$ cat src/rtl/hb_io_pkg.sv
// Shared register map and bit positions for the Hummingbird I/O bank.
package hb_io_pkg;

    localparam logic [3:0] IO_STATUS  = 4'hC;
    localparam logic [3:0] IO_IN_DATA = 4'hD;
    localparam logic [3:0] IO_CTRL    = 4'hE;

    localparam int ST_NONEMPTY  = 0;
    localparam int ST_FULL      = 1;
    localparam int ST_OVERFLOW  = 2;
    localparam int ST_VALID_LSB = 4;

    localparam int CTRL_CLR_OVF = 0;
    localparam int CTRL_FLUSH   = 1;

endpackage

$ cat src/rtl/hb_sync_fifo.sv
// Single-clock FIFO with flush. A push into a full FIFO is accepted only
// when a pop frees the head slot in the same cycle; otherwise it is dropped.
module hb_sync_fifo #(
    parameter int DATA_W = 8,
    parameter int DEPTH  = 4
) (
    input  logic                         clk,
    input  logic                         rst_bar,
    input  logic                         push,
    input  logic [DATA_W-1:0]            wdata,
    input  logic                         pop,
    input  logic                         flush,
    output logic [DATA_W-1:0]            rdata,
    output logic                         full,
    output logic                         empty,
    output logic                         drop,
    output logic [$clog2(DEPTH+1)-1:0]   count
);
    localparam int PTR_W = $clog2(DEPTH);
    localparam int CNT_W = $clog2(DEPTH + 1);

    logic [DATA_W-1:0] mem_q [DEPTH];
    logic [DATA_W-1:0] mem_d [DEPTH];
    logic [PTR_W-1:0]  wr_ptr_q, wr_ptr_d;
    logic [PTR_W-1:0]  rd_ptr_q, rd_ptr_d;
    logic [CNT_W-1:0]  count_q, count_d;
    logic              push_ok, pop_ok;

    assign full    = (count_q == CNT_W'(DEPTH));
    assign empty   = (count_q == '0);
    assign rdata   = mem_q[rd_ptr_q];
    assign count   = count_q;
    assign pop_ok  = pop && !empty;
    assign push_ok = push && (!full || pop_ok);
    assign drop    = push && full && !pop_ok;

    always_comb begin
        mem_d    = mem_q;
        wr_ptr_d = wr_ptr_q;
        rd_ptr_d = rd_ptr_q;
        count_d  = count_q;
        if (flush) begin
            wr_ptr_d = '0;
            rd_ptr_d = '0;
            count_d  = '0;
        end else begin
            if (push_ok) begin
                mem_d[wr_ptr_q] = wdata;
                wr_ptr_d        = wr_ptr_q + 1'b1;
            end
            if (pop_ok) begin
                rd_ptr_d = rd_ptr_q + 1'b1;
            end
            unique case ({push_ok, pop_ok})
                2'b10:   count_d = count_q + 1'b1;
                2'b01:   count_d = count_q - 1'b1;
                default: count_d = count_q;
            endcase
        end
    end

    // Storage needs no reset: words beyond count are never presented.
    always_ff @(posedge clk) begin
        mem_q <= mem_d;
    end

    always_ff @(posedge clk or negedge rst_bar) begin
        if (!rst_bar) begin
            wr_ptr_q <= '0;
            rd_ptr_q <= '0;
            count_q  <= '0;
        end else begin
            wr_ptr_q <= wr_ptr_d;
            rd_ptr_q <= rd_ptr_d;
            count_q  <= count_d;
        end
    end

endmodule

$ cat src/rtl/hb_io_bank.sv
// Memory-mapped I/O bank: NUM_OUT handshaked output registers plus one
// FIFO-buffered input channel with status and control registers.
module hb_io_bank
    import hb_io_pkg::*;
#(
    parameter int DATA_W   = 8,
    parameter int NUM_OUT  = 3,
    parameter int IN_DEPTH = 4
) (
    input  logic                      clk,
    input  logic                      rst_bar,
    input  logic                      io_sel,
    input  logic                      io_we,
    input  logic [3:0]                io_addr,
    input  logic [DATA_W-1:0]         io_wdata,
    output logic [DATA_W-1:0]         io_rdata,
    output logic [NUM_OUT*DATA_W-1:0] out_data,
    output logic [NUM_OUT-1:0]        out_valid,
    input  logic [NUM_OUT-1:0]        out_ack,
    input  logic [DATA_W-1:0]         in_data,
    input  logic                      in_valid,
    output logic                      in_ready
);
    localparam int CNT_W = $clog2(IN_DEPTH + 1);

    logic [NUM_OUT-1:0][DATA_W-1:0] out_data_q, out_data_d;
    logic [NUM_OUT-1:0]             out_valid_q, out_valid_d;
    logic                           ovf_q, ovf_d;

    logic              rd_en, wr_en, ctrl_wr, clr_ovf, flush, pop_req;
    logic [DATA_W-1:0] fifo_rdata, status;
    logic              fifo_full, fifo_empty, fifo_drop;
    logic [CNT_W-1:0]  fifo_count;

    assign rd_en   = io_sel && !io_we;
    assign wr_en   = io_sel && io_we;
    assign ctrl_wr = wr_en && (io_addr == IO_CTRL);
    assign clr_ovf = ctrl_wr && io_wdata[CTRL_CLR_OVF];
    assign flush   = ctrl_wr && io_wdata[CTRL_FLUSH];
    assign pop_req = rd_en && (io_addr == IO_IN_DATA);

    hb_sync_fifo #(
        .DATA_W (DATA_W),
        .DEPTH  (IN_DEPTH)
    ) u_in_fifo (
        .clk   (clk),
        .rst_bar (rst_bar),
        .push  (in_valid),
        .wdata (in_data),
        .pop   (pop_req),
        .flush (flush),
        .rdata (fifo_rdata),
        .full  (fifo_full),
        .empty (fifo_empty),
        .drop  (fifo_drop),
        .count (fifo_count)
    );

    assign in_ready  = (fifo_count != CNT_W'(IN_DEPTH));
    assign out_data  = out_data_q;
    assign out_valid = out_valid_q;

    always_comb begin
        status               = '0;
        status[ST_NONEMPTY]  = !fifo_empty;
        status[ST_FULL]      = fifo_full;
        status[ST_OVERFLOW]  = ovf_q;
        for (int i = 0; i < NUM_OUT; i++) begin
            status[ST_VALID_LSB + i] = out_valid_q[i];
        end
    end

    always_comb begin
        io_rdata = '0;
        if (rd_en) begin
            if (io_addr == IO_STATUS) begin
                io_rdata = status;
            end else if (io_addr == IO_IN_DATA) begin
                io_rdata = fifo_empty ? '0 : fifo_rdata;
            end else begin
                for (int i = 0; i < NUM_OUT; i++) begin
                    if (io_addr == 4'(i)) io_rdata = out_data_q[i];
                end
            end
        end
    end

    // A CPU write beats a same-cycle ack: the ack consumed the old word.
    always_comb begin
        out_data_d  = out_data_q;
        out_valid_d = out_valid_q;
        for (int i = 0; i < NUM_OUT; i++) begin
            if (wr_en && (io_addr == 4'(i))) begin
                out_data_d[i]  = io_wdata;
                out_valid_d[i] = 1'b1;
            end else if (out_ack[i]) begin
                out_valid_d[i] = 1'b0;
            end
        end
    end

    always_comb begin
        ovf_d = ovf_q;
        if (clr_ovf)   ovf_d = 1'b0;
        if (fifo_drop) ovf_d = 1'b1;
    end

    always_ff @(posedge clk or negedge rst_bar) begin
        if (!rst_bar) begin
            out_data_q  <= '0;
            out_valid_q <= '0;
            ovf_q       <= 1'b0;
        end else begin
            out_data_q  <= out_data_d;
            out_valid_q <= out_valid_d;
            ovf_q       <= ovf_d;
        end
    end

endmodule

$ cat config.mk
export PLATFORM = sky130hd
export DESIGN_NAME = hb_io_bank
export DESIGN_NICKNAME = d
export VERILOG_FILES = /design/src/rtl/hb_io_pkg.sv /design/src/rtl/hb_sync_fifo.sv /design/src/rtl/hb_io_bank.sv
export SDC_FILE = /design/constraint.sdc
export NUM_CORES = 1
export LEC_CHECK = 0
export CELL_PAD_IN_SITES_DETAIL_PLACEMENT = 1
export CELL_PAD_IN_SITES_GLOBAL_PLACEMENT = 1
export CORE_MARGIN = 8
export CORE_UTILIZATION = 45
export DETAILED_ROUTE_END_ITERATION = 12
export PLACE_DENSITY = 0.94
export SETUP_SLACK_MARGIN = 0.02
export SYNTH_ARGS = -nofsm -noshare
export SYNTH_HDL_FRONTEND = slang
export SYNTH_HIERARCHICAL = 1
export SYNTH_SLANG_ARGS = --single-unit
$ cat constraint.sdc
create_clock -name clk -period 6.25 [get_ports clk]
set_input_delay 0.625 -clock clk [delete_from_list [all_inputs] [get_ports clk]]
set_output_delay 0.625 -clock clk [all_outputs]
set_load 0.1 [all_outputs]
==> flow_summary_export.csv <==
group,metric,value,unit
detailed_routing,avgViaCountPerCell,5.600,
timing,worst_slew_pin_slew,0.9966,ns
worst_setup_path,depth_of_the_worst_register_to_register_path,5,
detailed_routing,number_of_nets_with_antenna_violations_after_detailed_routing,0,
clock_network,clkLatencyLatePin,0.35,ns
clock_network,clockBufferDepth,2,
synthesis,synth_ff_type,"sky130_fd_sc_hd__dfrtp_1",
job,max-cap-violations,0,
placed_design,place_hpwl,6529,um
synthesis,synth.net_count,279,
placed_design,post-place-ws,1.930,ns
floorplanning,die_width,101.9,um
floorplanning,i_o_pin_count,64,
grt,grt_max_degree,36,
clock_network,cts.sink_count,67,
timing,clock_skew,0.01145,ns
worst_setup_path,critPathCapture,"io_rdata[0]",
finish,layout_common_cells,"62 x sky130_fd_sc_hd__clkdlybuf4s50_1, 35 x sky130_fd_sc_hd__dfrtp_1, 32 x sky130_fd_sc_hd__edfxtp_1",
worst_setup_path,rrSetupSlack,3.94,ns
worst_setup_path,worst-path-max-fanout,24,
finish,layout_area_overhead,27.18,%
worst_setup_path,end_kind,"output pin",
placed_design,io_buffer_count,63,
timing,minimum_clock_period_after_layout,4.353,ns
detailed_routing,route.vias.total,2313,
power_and_ir_drop,cellPowerDensity,403.3,nW/um2
clock_network,ctsRootBufferMaster,"sky130_fd_sc_hd__clkbuf_8",
clock_network,clk_pin_slew_worst_paths,0.08,ns
power_and_ir_drop,internal_power,0.9815,mW
placed_design,placedCellCount,397,
grt,antenna_violations_before_repair,0,
clock_network,cts_setup_buffers,0,
worst_setup_path,arrival_time_at_the_worst_endpoint,3.73,ns
clock_network,htree_levels,3,
outcome,result_of_the_run,"complete, no violations",
synthesis,number_of_synthesized_flops_with_an_enable_pin,32,
grt,grt_overflow,0,
synthesis,synthSimpleGateAreaFrac,12.10,%
finish,non_filler_cells_final,413,
detailed_routing,post_drt_wl_per_cell,21.25,um
synthesis,avgSynthCellArea,13.49,um2
placed_design,gpl.final_weighted_congestion,0.8817,
detailed_routing,first_iter_violations,107,
finish,n_antenna_cell,0,
power_and_ir_drop,power.total,1.703,mW
floorplanning,floorplan.initialDensity,46.01,%
synthesis,syn-instance-count,246,
floorplanning,die_height,101.9,um
synthesis,synth.yosys.seq_area_share,55.33,%
synthesis,post_synth_xor_area_fraction,1.055,%
clock_network,postCtsHoldBufs,0,
synthesis,synth_adder_area_share,2.111,%
worst_setup_path,worstReg2RegStart,"u_in_fifo/count[0]$_DFFE_PN0P_",
timing,final.setup.worst_slack,1.897,ns
finish,post_route_cells_drive_above_1_share,22.61,%
synthesis,post_synthesis_async_set_or_reset_flop_share,52.24,%
worst_setup_path,timing_worst_setup_path_type,"primary input to output pin",
timing,timing.final.hold_violations,0,
worst_setup_path,r2r-end,"u_in_fifo/count[2]$_DFFE_PN0P_",
finish,post-route-cell-area,4222,um2
grt,grt_use_total,17.64,%
finish,nNetsFinal,342,
worst_setup_path,data_required_time_at_the_worst_endpoint,5.62,ns
worst_setup_path,critical_path.startpoint,"io_addr[0]",
timing,setup_total_negative_slack,0,ns
finish,mostFrequentLayoutCell,"sky130_fd_sc_hd__clkdlybuf4s50_1",
synthesis,total_of_flip_flops_plus_latches_after_synthesis,67,
power_and_ir_drop,static-leakage-power,1.628,nW
detailed_routing,routed_wirelength,8777,um
worst_setup_path,setup.worst_path.start_class,"primary input",
grt,grt_pass1_wl,13700,um
synthesis,proportion_of_synthesized_area_in_mux_cells,14.93,%
grt,first_global_vias,2544,
synthesis,post_synth_num_cell_types,48,
power_and_ir_drop,p_comb_share,39.3,%
synthesis,area_fraction_in_compound_gates_after_synthesis,10.44,%
power_and_ir_drop,net-switching-power,0.7211,mW
timing,achievable-frequency,229.7,MHz
clock_network,numCtsBuffers,9,
power_and_ir_drop,highest_ir_drop_seen_on_vdd,0.0001906,V
floorplanning,design.core.area,7214,um2
detailed_routing,drt_pre_antenna_iters,4,
floorplanning,die-area,10380,um2
detailed_routing,drt_drc_violations_left,0,
power_and_ir_drop,share_seq_of_total_power,38.9,%
hold_path,hold_class,"primary input to asynchronous set/reset pin",
synthesis,largest_family_of_logic_cells_by_synthesized_area,"multiplexers",
floorplanning,placement_rows,31,
placed_design,placedInstanceArea,4018,um2
timing,setup_violations,0,
power_and_ir_drop,power.share.switching,42.35,%
clock_network,cts.repair.resized,0,
timing,count_of_final_max_slew_check_failures,0,
clock_network,cts_tree,"built",
timing,final_min_period_over_clock_period,69.64,%
timing,rsz_0062_raised_after_global_routing,"false",
synthesis,netlist_area,3319,um2
timing,timing.slew.headroom,33.35,%
synthesis,yosys_warnings,6,
power_and_ir_drop,clock_network_fraction_of_design_power,21.8,%
## worst min path at each step
| stage | startpoint | endpoint | slack, ns |
|---|---|---|---|
| after floorplan | rst_bar | out_data[0]$_DFFE_PN0P_ | 0.33 |
| after global placement | ovf_q$_DFFE_PN0P_ | ovf_q$_DFFE_PN0P_ | 0.46 |
| after detailed placement | ovf_q$_DFFE_PN0P_ | ovf_q$_DFFE_PN0P_ | 0.47 |
| after CTS | rst_bar | u_in_fifo/wr_ptr_q[1]$_DFFE_PN0P_ | 0.38 |
| after global routing | rst_bar | u_in_fifo/wr_ptr_q[1]$_DFFE_PN0P_ | 0.41 |
| final | rst_bar | u_in_fifo/wr_ptr_q[1]$_DFFE_PN0P_ | 0.36 |
## metal layers
metal	up-vias	global-route usage (%)	wire length [um]
met4	0	6.885	161
met2	51	31.59	4647
met3	16	4.155	361
met1	1185	19.80	3606
met5	-	0	0
li1	1061	-	-
## synthesized netlist by cell type (6+ instances only)
| cell type | number | area [um2] |
|---|---|---|
| sky130_fd_sc_hd__a21oi_1 | 8 | 40.04 |
| sky130_fd_sc_hd__a221oi_1 | 6 | 52.55 |
| sky130_fd_sc_hd__clkbuf_1 | 8 | 30.03 |
| sky130_fd_sc_hd__dfrtp_1 | 35 | 875.8 |
| sky130_fd_sc_hd__edfxtp_1 | 32 | 960.9 |
| sky130_fd_sc_hd__inv_1 | 14 | 52.55 |
| sky130_fd_sc_hd__mux2_2 | 24 | 270.3 |
| sky130_fd_sc_hd__mux4_2 | 8 | 180.2 |
| sky130_fd_sc_hd__nand2b_1 | 9 | 56.30 |
| sky130_fd_sc_hd__nand3b_1 | 8 | 60.06 |
| sky130_fd_sc_hd__nor2_1 | 9 | 33.78 |
| sky130_fd_sc_hd__nor3b_1 | 7 | 52.55 |
| sky130_fd_sc_hd__o21ai_0 | 7 | 35.03 |
| sky130_fd_sc_hd__o21bai_1 | 6 | 45.04 |
| sky130_fd_sc_hd__o221a_2 | 6 | 67.56 |
## through the flow
| stage | hold WS (ns) | utilization [%] |
|---|---|---|
| floorplan | 0.3294 | - |
| global placement | 0.4612 | 55.69 |
| detailed placement | 0.4745 | 55.69 |
| CTS | 0.3815 | 58.52 |
| global route | 0.4111 | 58.52 |
| finish | 0.3550 | 58.52 |
## worst max-delay path: stages
cell,delay (ns)
sky130_fd_sc_hd__clkdlybuf4s50_1,0.96
sky130_fd_sc_hd__nor2b_1,0.31
sky130_fd_sc_hd__a221oi_1,0.41
sky130_fd_sc_hd__o221a_2,0.27
sky130_fd_sc_hd__clkdlybuf4s50_1,1.14
## layout make-up
type                            instances  area (um2)
Fill cell                             745        2993
Sequential cell                        67        1837
Multi-Input combinational cell        150        1349
Timing Repair Buffer                   67       655.6
Clock buffer                            9       123.9
Tap cell                               99       123.9
Clock inverter                          7       80.08
Inverter                               14       52.55
## registers in the layout, indices dropped and copies added, names as in the netlist
| name | flops |
|---|---|
| u_in_fifo/mem_q | 32 |
| out_data | 24 |
| out_valid | 3 |
| u_in_fifo/count | 3 |
| u_in_fifo/rd_ptr_q | 2 |
| u_in_fifo/wr_ptr_q | 2 |
| ovf_q | 1 |
## power by group through the flow
stage                     Clock [mW]  Combinational [mW]  Sequential, mW
after CTS                      0.378               0.675           0.663
after global routing           0.394               0.704           0.677
after floorplan                    0               0.304           0.842
after global placement             0               0.647           0.658
final                          0.371               0.669           0.662
after detailed placement           0               0.670           0.671
## cells by family (layout without fill, tap and decap cells)
| kind of cell | Yosys count | count (layout) |
|---|---|---|
| multiplexers | 36 | 36 |
| AO/OA/AOI/OAI | 44 | 44 |
| flip-flops | 67 | 67 |
| buffers and inverters | 29 | 97 |
| XOR/XNOR | 4 | 4 |
| adder cells (fa/ha/maj) | 5 | 5 |
| AND/OR/NAND/NOR | 61 | 61 |
No activity file was read; power rests on OpenSTA's default activity.
